[src/rtl/pipe_pkg.sv]
`default_nettype none
// ============================================================================
//  Module      : pipe_pkg
//  Description : Shared encodings for the inter-stage pipeline registers.
//  Revision    : 1.0 - initial release
// ============================================================================
package pipe_pkg;

   localparam int unsigned IDEX_CTRL_W  = 11;
   localparam int unsigned IDEX_DATA_W  = 134;
   localparam int unsigned STAGE_CTRL_W = 9;

   // Bit offsets within the ID/EX control word (LSB first)
   localparam int unsigned CTRL_ALUSRC_BIT   = 0;
   localparam int unsigned CTRL_ALUOP_LSB    = 1;
   localparam int unsigned CTRL_ALUOP_W      = 3;
   localparam int unsigned CTRL_MEMWRT_BIT   = 4;
   localparam int unsigned CTRL_MEMRD_BIT    = 5;
   localparam int unsigned CTRL_MEMTOREG_BIT = 6;
   localparam int unsigned CTRL_JUMP_BIT     = 7;
   localparam int unsigned CTRL_BTYPE_BIT    = 8;
   localparam int unsigned CTRL_BRANCH_BIT   = 9;
   localparam int unsigned CTRL_REGWRT_BIT   = 10;

   localparam logic [2:0] ALUOP_NOP = 3'b011;

   typedef struct packed {
      logic       regwrt;
      logic       branch;
      logic       btype;
      logic       jump;
      logic       memtoreg;
      logic       memrd;
      logic       memwrt;
      logic [2:0] aluop;
      logic       alusrc;
   } idex_ctrl_t;

   localparam idex_ctrl_t IDEX_CTRL_NOP = '{
      regwrt:   1'b0,
      branch:   1'b0,
      btype:    1'b0,
      jump:     1'b0,
      memtoreg: 1'b0,
      memrd:    1'b0,
      memwrt:   1'b0,
      aluop:    ALUOP_NOP,
      alusrc:   1'b0
   };

   // Later stages carry only enables, so their bubbles are all-zero
   localparam logic [0:0] IFID_CTRL_NOP  = 1'b0;
   localparam logic [3:0] EXMEM_CTRL_NOP = 4'b0000;
   localparam logic [1:0] MEMWB_CTRL_NOP = 2'b00;

   typedef enum logic [1:0] {
      EMPTY = 2'd0,
      ONE   = 2'd1,
      TWO   = 2'd2
   } stage_state_e;

endpackage
`default_nettype wire

[src/rtl/pipe_stage_reg_if.sv]
`default_nettype none
// ============================================================================
//  Module      : pipe_stage_reg_if
//  Description : valid/ready beat bus carrying a control word and a data word.
//  Revision    : 1.0 - initial release
// ============================================================================
interface pipe_stage_reg_if
   import pipe_pkg::*;
#(
   parameter int unsigned CTRL_W = STAGE_CTRL_W,
   parameter int unsigned DATA_W = IDEX_DATA_W
);
   logic              valid;
   logic              ready;
   logic [CTRL_W-1:0] ctrl;
   logic [DATA_W-1:0] data;

   modport master (output valid, output ctrl, output data, input  ready);
   modport slave  (input  valid, input  ctrl, input  data, output ready);
endinterface
`default_nettype wire

[src/rtl/pipe_entry_reg.sv]
`default_nettype none
// ============================================================================
//  Module      : pipe_entry_reg
//  Description : One {valid, ctrl, data} holding entry; clear forces the NOP.
//  Revision    : 1.0 - initial release
// ============================================================================
module pipe_entry_reg
   import pipe_pkg::*;
#(
   parameter int unsigned       CTRL_W   = STAGE_CTRL_W,
   parameter int unsigned       DATA_W   = IDEX_DATA_W,
   parameter logic [CTRL_W-1:0] CTRL_NOP = '0
) (
   input  wire logic              clk,
   input  wire logic              rst_n,
   input  wire logic              i_clr,
   input  wire logic              i_load,
   input  wire logic [CTRL_W-1:0] i_ctrl,
   input  wire logic [DATA_W-1:0] i_data,
   output logic                   o_valid,
   output logic [CTRL_W-1:0]      o_ctrl,
   output logic [DATA_W-1:0]      o_data
);
   logic              r_valid;
   logic [CTRL_W-1:0] r_ctrl;
   logic [DATA_W-1:0] r_data;

   // Data is left untouched on clear so an idle stage still shows its last word
   always_ff @(posedge clk or negedge rst_n) begin
      if (!rst_n) begin
         r_valid <= 1'b0;
         r_ctrl  <= CTRL_NOP;
         r_data  <= '0;
      end else if (i_clr) begin
         r_valid <= 1'b0;
         r_ctrl  <= CTRL_NOP;
      end else if (i_load) begin
         r_valid <= 1'b1;
         r_ctrl  <= i_ctrl;
         r_data  <= i_data;
      end
   end

   assign o_valid = r_valid;
   assign o_ctrl  = r_ctrl;
   assign o_data  = r_data;
endmodule
`default_nettype wire

[src/rtl/pipe_stage_reg.sv]
`default_nettype none
// ============================================================================
//  Module      : pipe_stage_reg
//  Description : Inter-stage pipeline register with handshake, flush and skid.
//  Revision    : 1.0 - initial release
// ============================================================================
module pipe_stage_reg
   import pipe_pkg::*;
#(
   parameter int unsigned       CTRL_W   = STAGE_CTRL_W,
   parameter int unsigned       DATA_W   = IDEX_DATA_W,
   parameter logic [CTRL_W-1:0] CTRL_NOP = CTRL_W'(IDEX_CTRL_NOP),
   parameter bit                SKID     = 1'b1
) (
   input  wire logic         clk,
   input  wire logic         rst_n,
   pipe_stage_reg_if.slave   i_in,
   pipe_stage_reg_if.master  o_out,
   input  wire logic         i_flush,
   output logic [1:0]        o_occupancy
);
   logic              w_in_ready;
   logic              w_accept;
   logic              w_emit;
   logic              w_main_clr;
   logic              w_main_load;
   logic              w_main_valid;
   logic [CTRL_W-1:0] w_main_ctrl_d;
   logic [CTRL_W-1:0] w_main_ctrl_q;
   logic [DATA_W-1:0] w_main_data_d;
   logic [DATA_W-1:0] w_main_data_q;

   assign w_accept = i_in.valid & w_in_ready;
   assign w_emit   = w_main_valid & o_out.ready;

   assign i_in.ready  = w_in_ready;
   assign o_out.valid = w_main_valid;
   assign o_out.ctrl  = w_main_ctrl_q;
   assign o_out.data  = w_main_data_q;

   pipe_entry_reg #(
      .CTRL_W   (CTRL_W),
      .DATA_W   (DATA_W),
      .CTRL_NOP (CTRL_NOP)
   ) u_main (
      .clk     (clk),
      .rst_n   (rst_n),
      .i_clr   (w_main_clr),
      .i_load  (w_main_load),
      .i_ctrl  (w_main_ctrl_d),
      .i_data  (w_main_data_d),
      .o_valid (w_main_valid),
      .o_ctrl  (w_main_ctrl_q),
      .o_data  (w_main_data_q)
   );

   if (SKID) begin : g_skid
      localparam logic [1:0] ST_EMPTY = 2'(EMPTY);
      localparam logic [1:0] ST_ONE   = 2'(ONE);
      localparam logic [1:0] ST_TWO   = 2'(TWO);

      logic [1:0]        r_state;
      logic [1:0]        w_state_nxt;
      logic              r_in_ready;
      logic              w_skid_load;
      logic              w_skid_clr;
      logic              w_skid_valid;
      logic [CTRL_W-1:0] w_skid_ctrl;
      logic [DATA_W-1:0] w_skid_data;

      pipe_entry_reg #(
         .CTRL_W   (CTRL_W),
         .DATA_W   (DATA_W),
         .CTRL_NOP (CTRL_NOP)
      ) u_skid (
         .clk     (clk),
         .rst_n   (rst_n),
         .i_clr   (w_skid_clr),
         .i_load  (w_skid_load),
         .i_ctrl  (i_in.ctrl),
         .i_data  (i_in.data),
         .o_valid (w_skid_valid),
         .o_ctrl  (w_skid_ctrl),
         .o_data  (w_skid_data)
      );

      // The skid only holds a beat in TWO, where main must refill from it
      assign w_main_ctrl_d = w_skid_valid ? w_skid_ctrl : i_in.ctrl;
      assign w_main_data_d = w_skid_valid ? w_skid_data : i_in.data;

      always_comb begin
         w_state_nxt = r_state;
         w_main_load = 1'b0;
         w_main_clr  = 1'b0;
         w_skid_load = 1'b0;
         w_skid_clr  = 1'b0;
         if (i_flush) begin
            w_state_nxt = ST_EMPTY;
            w_main_clr  = 1'b1;
            w_skid_clr  = 1'b1;
         end else begin
            case (r_state)
               ST_EMPTY: begin
                  if (w_accept) begin
                     w_state_nxt = ST_ONE;
                     w_main_load = 1'b1;
                  end
               end
               ST_ONE: begin
                  if (w_accept && w_emit) begin
                     w_main_load = 1'b1;
                  end else if (w_accept) begin
                     w_state_nxt = ST_TWO;
                     w_skid_load = 1'b1;
                  end else if (w_emit) begin
                     w_state_nxt = ST_EMPTY;
                     w_main_clr  = 1'b1;
                  end
               end
               ST_TWO: begin
                  if (w_emit) begin
                     w_state_nxt = ST_ONE;
                     w_main_load = 1'b1;
                     w_skid_clr  = 1'b1;
                  end
               end
               default: begin
                  w_state_nxt = ST_EMPTY;
                  w_main_clr  = 1'b1;
                  w_skid_clr  = 1'b1;
               end
            endcase
         end
      end

      always_ff @(posedge clk or negedge rst_n) begin
         if (!rst_n) begin
            r_state    <= ST_EMPTY;
            r_in_ready <= 1'b1;
         end else begin
            r_state    <= w_state_nxt;
            r_in_ready <= (w_state_nxt != ST_TWO);
         end
      end

      // Flush blocks the handshake so no beat is taken and then discarded
      assign w_in_ready  = r_in_ready & ~i_flush;
      assign o_occupancy = r_state;
   end else begin : g_single
      assign w_in_ready    = (o_out.ready | ~w_main_valid) & ~i_flush;
      assign w_main_load   = w_accept;
      assign w_main_clr    = i_flush | (w_emit & ~w_accept);
      assign w_main_ctrl_d = i_in.ctrl;
      assign w_main_data_d = i_in.data;
      assign o_occupancy   = {1'b0, w_main_valid};
   end
endmodule
`default_nettype wire

[src/flat_wrapper.sv]
// flat-port wrapper written by rule: the top's interface ports become plain ports
module pipe_stage_reg_flat import pipe_pkg::*;
#(
   parameter int unsigned       CTRL_W   = STAGE_CTRL_W,
   parameter int unsigned       DATA_W   = IDEX_DATA_W,
   parameter logic [CTRL_W-1:0] CTRL_NOP = CTRL_W'(IDEX_CTRL_NOP),
   parameter bit                SKID     = 1'b1
)
  (clk, rst_n, i_flush, o_occupancy, i_in_valid, i_in_ctrl, i_in_data, i_in_ready, o_out_valid, o_out_ctrl, o_out_data, o_out_ready);
  pipe_stage_reg_if #(.CTRL_W(CTRL_W), .DATA_W(DATA_W)) i_in_i ();
  pipe_stage_reg_if #(.CTRL_W(CTRL_W), .DATA_W(DATA_W)) o_out_i ();
  input  wire logic clk;
  input  wire logic rst_n;
  input  wire logic i_flush;
  output logic [1:0] o_occupancy;
  input wire logic [$bits(i_in_i.valid)-1:0] i_in_valid;
  input wire logic [$bits(i_in_i.ctrl)-1:0] i_in_ctrl;
  input wire logic [$bits(i_in_i.data)-1:0] i_in_data;
  output wire logic [$bits(i_in_i.ready)-1:0] i_in_ready;
  output wire logic [$bits(o_out_i.valid)-1:0] o_out_valid;
  output wire logic [$bits(o_out_i.ctrl)-1:0] o_out_ctrl;
  output wire logic [$bits(o_out_i.data)-1:0] o_out_data;
  input wire logic [$bits(o_out_i.ready)-1:0] o_out_ready;
  assign i_in_i.valid = i_in_valid;
  assign i_in_i.ctrl = i_in_ctrl;
  assign i_in_i.data = i_in_data;
  assign i_in_ready = i_in_i.ready;
  assign o_out_valid = o_out_i.valid;
  assign o_out_ctrl = o_out_i.ctrl;
  assign o_out_data = o_out_i.data;
  assign o_out_i.ready = o_out_ready;
  pipe_stage_reg #(.CTRL_W(CTRL_W), .DATA_W(DATA_W), .CTRL_NOP(CTRL_NOP), .SKID(SKID)) u_core (.clk(clk), .rst_n(rst_n), .i_in(i_in_i), .o_out(o_out_i), .i_flush(i_flush), .o_occupancy(o_occupancy));
endmodule
[config.mk]
export PLATFORM = sky130hd
export DESIGN_NAME = pipe_stage_reg_flat
export DESIGN_NICKNAME = d
export VERILOG_FILES = /design/src/rtl/pipe_pkg.sv /design/src/rtl/pipe_stage_reg_if.sv /design/src/rtl/pipe_entry_reg.sv /design/src/rtl/pipe_stage_reg.sv /design/src/flat_wrapper.sv
export SDC_FILE = /design/constraint.sdc
export NUM_CORES = 1
export LEC_CHECK = 0
export ABC_AREA = 0
export CAP_MARGIN = 0
export CELL_PAD_IN_SITES_DETAIL_PLACEMENT = 2
export CELL_PAD_IN_SITES_GLOBAL_PLACEMENT = 2
export CORE_MARGIN = 2
export CORE_UTILIZATION = 30
export DETAILED_ROUTE_END_ITERATION = 10
export PLACE_DENSITY = 0.8
export SKIP_CTS_REPAIR_TIMING = 1
export SYNTH_ARGS = -nofsm -noshare
export SYNTH_HDL_FRONTEND = slang
export SYNTH_SLANG_ARGS = --single-unit
[constraint.sdc]
create_clock -name clk -period 1.86 [get_ports clk]
set_input_delay 0.558 -clock clk [delete_from_list [all_inputs] [get_ports clk]]
set_output_delay 0.558 -clock clk [all_outputs]
set_load 0.05 [all_outputs]
==> impl_metrics.py <==
metrics = {
    "outcome": {
        "status": "complete, but fails checks",
        "violations": "negative setup slack",
    },
    "place": {
        "place.gp.congestion": 0.728,
        "hpwl_um": 26900,
        "io_buffers": 294,
        "place_inst": 1765,
    },
    "layout": {
        "syn2layout_area_growth_pct": 44.2,
        "nFillCells": 4129,
        "finalNonFillerCells": 1874,
        "final_nets": 1455,
        "regArea_mm2": 0.00730,
        "drive_above_1_share_pct": 36.3,
        "multiInputGateArea_mm2": 0.00522,
    },
    "synth": {
        "yosysUniqueCellTypes": 37,
        "ys_warn_count": 0,
        "synth.avg_cell_area_um2": 13.1,
        "yosys_most_used_dff": "dfrtp_1",
        "async_flop_share_pct": 100,
        "ys_ff_latch": 291,
        "synth_area_mm2": 0.0127,
        "synth_fp_nets": 1118,
        "synth_edf_count": 0,
        "synth_top_area_cell": "dfrtp_1",
        "yosysTopAreaCellShare_pct": 56.3,
        "synth_top_cells_by_area": "dfrtp_1 56%, mux2i_1 11%, mux2_4 9.2%, o21ai_0 7.3%, mux2_2 5.0%",
        "yosysSeqAreaShare_pct": 57.3,
        "netlist_instances": 970,
    },
    "drt": {
        "antenna_left": 0,
        "drt-total-wl_um": 47000,
        "viasPerCell": 5.12,
        "first_pass_iters": 4,
        "num_vias": 9603,
        "drc": 0,
        "wl_per_cell_um": 25.1,
        "drt_iter0_markers": 385,
    },
    "clock_network": {
        "clockBufferDepth": 3,
        "cts_inserted_buffers": 37,
        "cts-htree-levels": 2,
        "cts_tree": "built",
        "insertion_delay_ns": 0.55,
        "root_buffer": "clkbuf_16",
        "cts_sinks": 291,
        "clk_pin_slew_ns": 0.05,
    },
    "timing": {
        "worst_pin_slew_ns": 0.918,
        "fin_crit_ns": 2.03,
        "finClkSkew_ns": 0.0122,
        "fmax_ghz": 0.493,
        "min_period_over_period_pct": 109,
        "holdWs_ns": 0.471,
        "slew_viol_final": 0,
        "maxSlewHeadroom_pct": 38.8,
        "setup_violations": 247,
        "rsz0062_at_grt": "true",
        "worst_slack_ns": -0.169,
        "final-hold-violation-count": 0,
    },
    "global_route": {
        "grt_pass1_wl_um": 64300,
        "grt_max_degree": 82,
        "grt_usage_pct": 18.8,
        "grt_pass1_vias": 10715,
        "gr-total-overflow": 0,
        "antenna_found_initial": 4,
    },
    "power_and_ir_drop": {
        "p_leak_nw": 8.08,
        "vdd_ir_drop_max_mv": 0.720,
        "power_density_mw_per_mm2": 1520,
    },
    "floorplan": {
        "die_h_um": 210,
        "die-area_mm2": 0.0441,
        "initial_core_util_pct": 30.4,
        "row_count": 75,
        "design.core.area_mm2": 0.0419,
        "num_io_pins": 295,
        "chipWidth_um": 210,
    },
    "setup_path": {
        "cp-end-kind": "output pin",
        "required_ns": 1.30,
        "timing.reg2reg.setup_slack_ns": -0.16,
        "worstPathArrival_ns": 1.47,
        "critPathKind": "reg -> out",
        "start_kind": "register",
        "crit_fanout": 3,
    },
    "worst_hold_path": {
        "hold_class": "reg -> reg",
    },
    "run": {
        "cap_viol_max_count": 0,
    },
}
## kinds of logic (layout without fill, tap and decap cells)
kind of cell	Yosys count	in the layout	synth area share, %
AOI/OAI and AO/OA	298	298	12.5
xor gates and xnor gates	1	1	0.0689
muxes	277	277	25.4
buffers and inverters	85	440	3.88
DFF	291	291	57.3
other	0	6	0
and+or+nand+nor	18	22	0.836
## metrics by stage
step	util, %	TNS (ns)	setup slack (ns)	area (µm²)	power [mW]
CTS	41.4	-11.28	-0.247	17300	27.7
detailed placement	38.6	-158.80	-0.666	16100	20.3
global route	43.8	-36.73	-0.224	18300	29.3
finish	43.8	-20.52	-0.169	18300	27.9
floorplan	-	-15.75	-0.168	12900	16.7
global placement	38.6	-144.76	-0.590	16100	19.8
## flip-flops by register name, summed over array words and instances, names as in the netlist
signal and count:
u_core.u_main.o_data 134, u_core.g_skid.u_skid.o_data 134, u_core.u_main.o_ctrl 9, u_core.u_main.o_valid 1, u_core.g_skid.u_skid.o_valid 1, u_core.g_skid.u_skid.o_ctrl 9, u_core.g_skid.r_in_ready 1, u_core.o_occupancy 2
## placed cells by master, fill, tap and decap left out, types with 10 or more instances in the layout
master / instances
buf_12: 25
buf_4: 168
clkbuf_1: 10
clkbuf_16: 55
clkdlybuf4s50_1: 144
dfrtp_1: 282
mux2_2: 56
mux2_4: 78
mux2i_1: 143
o21ai_0: 159
o21ai_1: 69
o21ai_2: 40
## metal layers
layer  GRT usage (%)  vias up  wire [µm]
met5               0        -          0
met4            7.53        0       1510
met3            5.12       88       2660
met2            31.5      261      23500
met1            23.0     5052      19300
li1                -     4202          -
## area by class of cell
type,instances,share of cell area (%)
clock buffers,54,5.90
repair buffers,373,21.4
well taps,539,3.68
diodes,6,0.0819
clock inverters,7,0.485
inverters,6,0.123
multi-input cells,598,28.5
flip-flops and latches,291,39.8
## final timing paths
| check | endpoint | cells after the start | startpoint |
|---|---|---|---|
| max in group asynchronous | u_core.u_main.o_ctrl[3] | 3 | rst_n |
| min in group asynchronous | u_core.u_main.o_data[18] | 2 | rst_n |
| worst max-delay path | i_in_ready | 3 | u_core.g_skid.r_in_ready |
| worst min-delay path | u_core.g_skid.u_skid.o_ctrl[1] | 2 | u_core.g_skid.u_skid.o_ctrl[1] |
| worst max register to register | u_core.g_skid.u_skid.o_data[58] | 5 | u_core.g_skid.r_in_ready |
| worst min register to register | u_core.g_skid.u_skid.o_ctrl[1] | 2 | u_core.g_skid.u_skid.o_ctrl[1] |
## report_power, final
group	internal (mW)	total (mW)	switching (mW)
clock network	4.29	7.10	2.81
logic	4.30	10.6	6.25
registers	8.79	10.3	1.50
## worst max-delay path: stages, from the launching register on
cell	delay [ns]
dfstp_2	0.54
buf_6	0.10
nor2b_4	0.14
buf_8	0.16
## synth_stat cells, types with 2 or more instances
cell type and number:
buf_12 8, a2bb2oi_1 2, inv_1 6, dfrtp_1 286
a22o_1 7, mux2_4 78, a22oi_1 3, o21bai_1 2
o21ai_1 83, nor2_1 4, nand2_1 2, o2bb2ai_1 7
mux2i_1 143, buf_2 20, dfstp_2 5, nor3_1 2
mux2_2 56, clkbuf_1 48, a21oi_1 4, o21ai_0 186
nand2b_1 2
No activity file was read; power rests on OpenSTA's default activity.
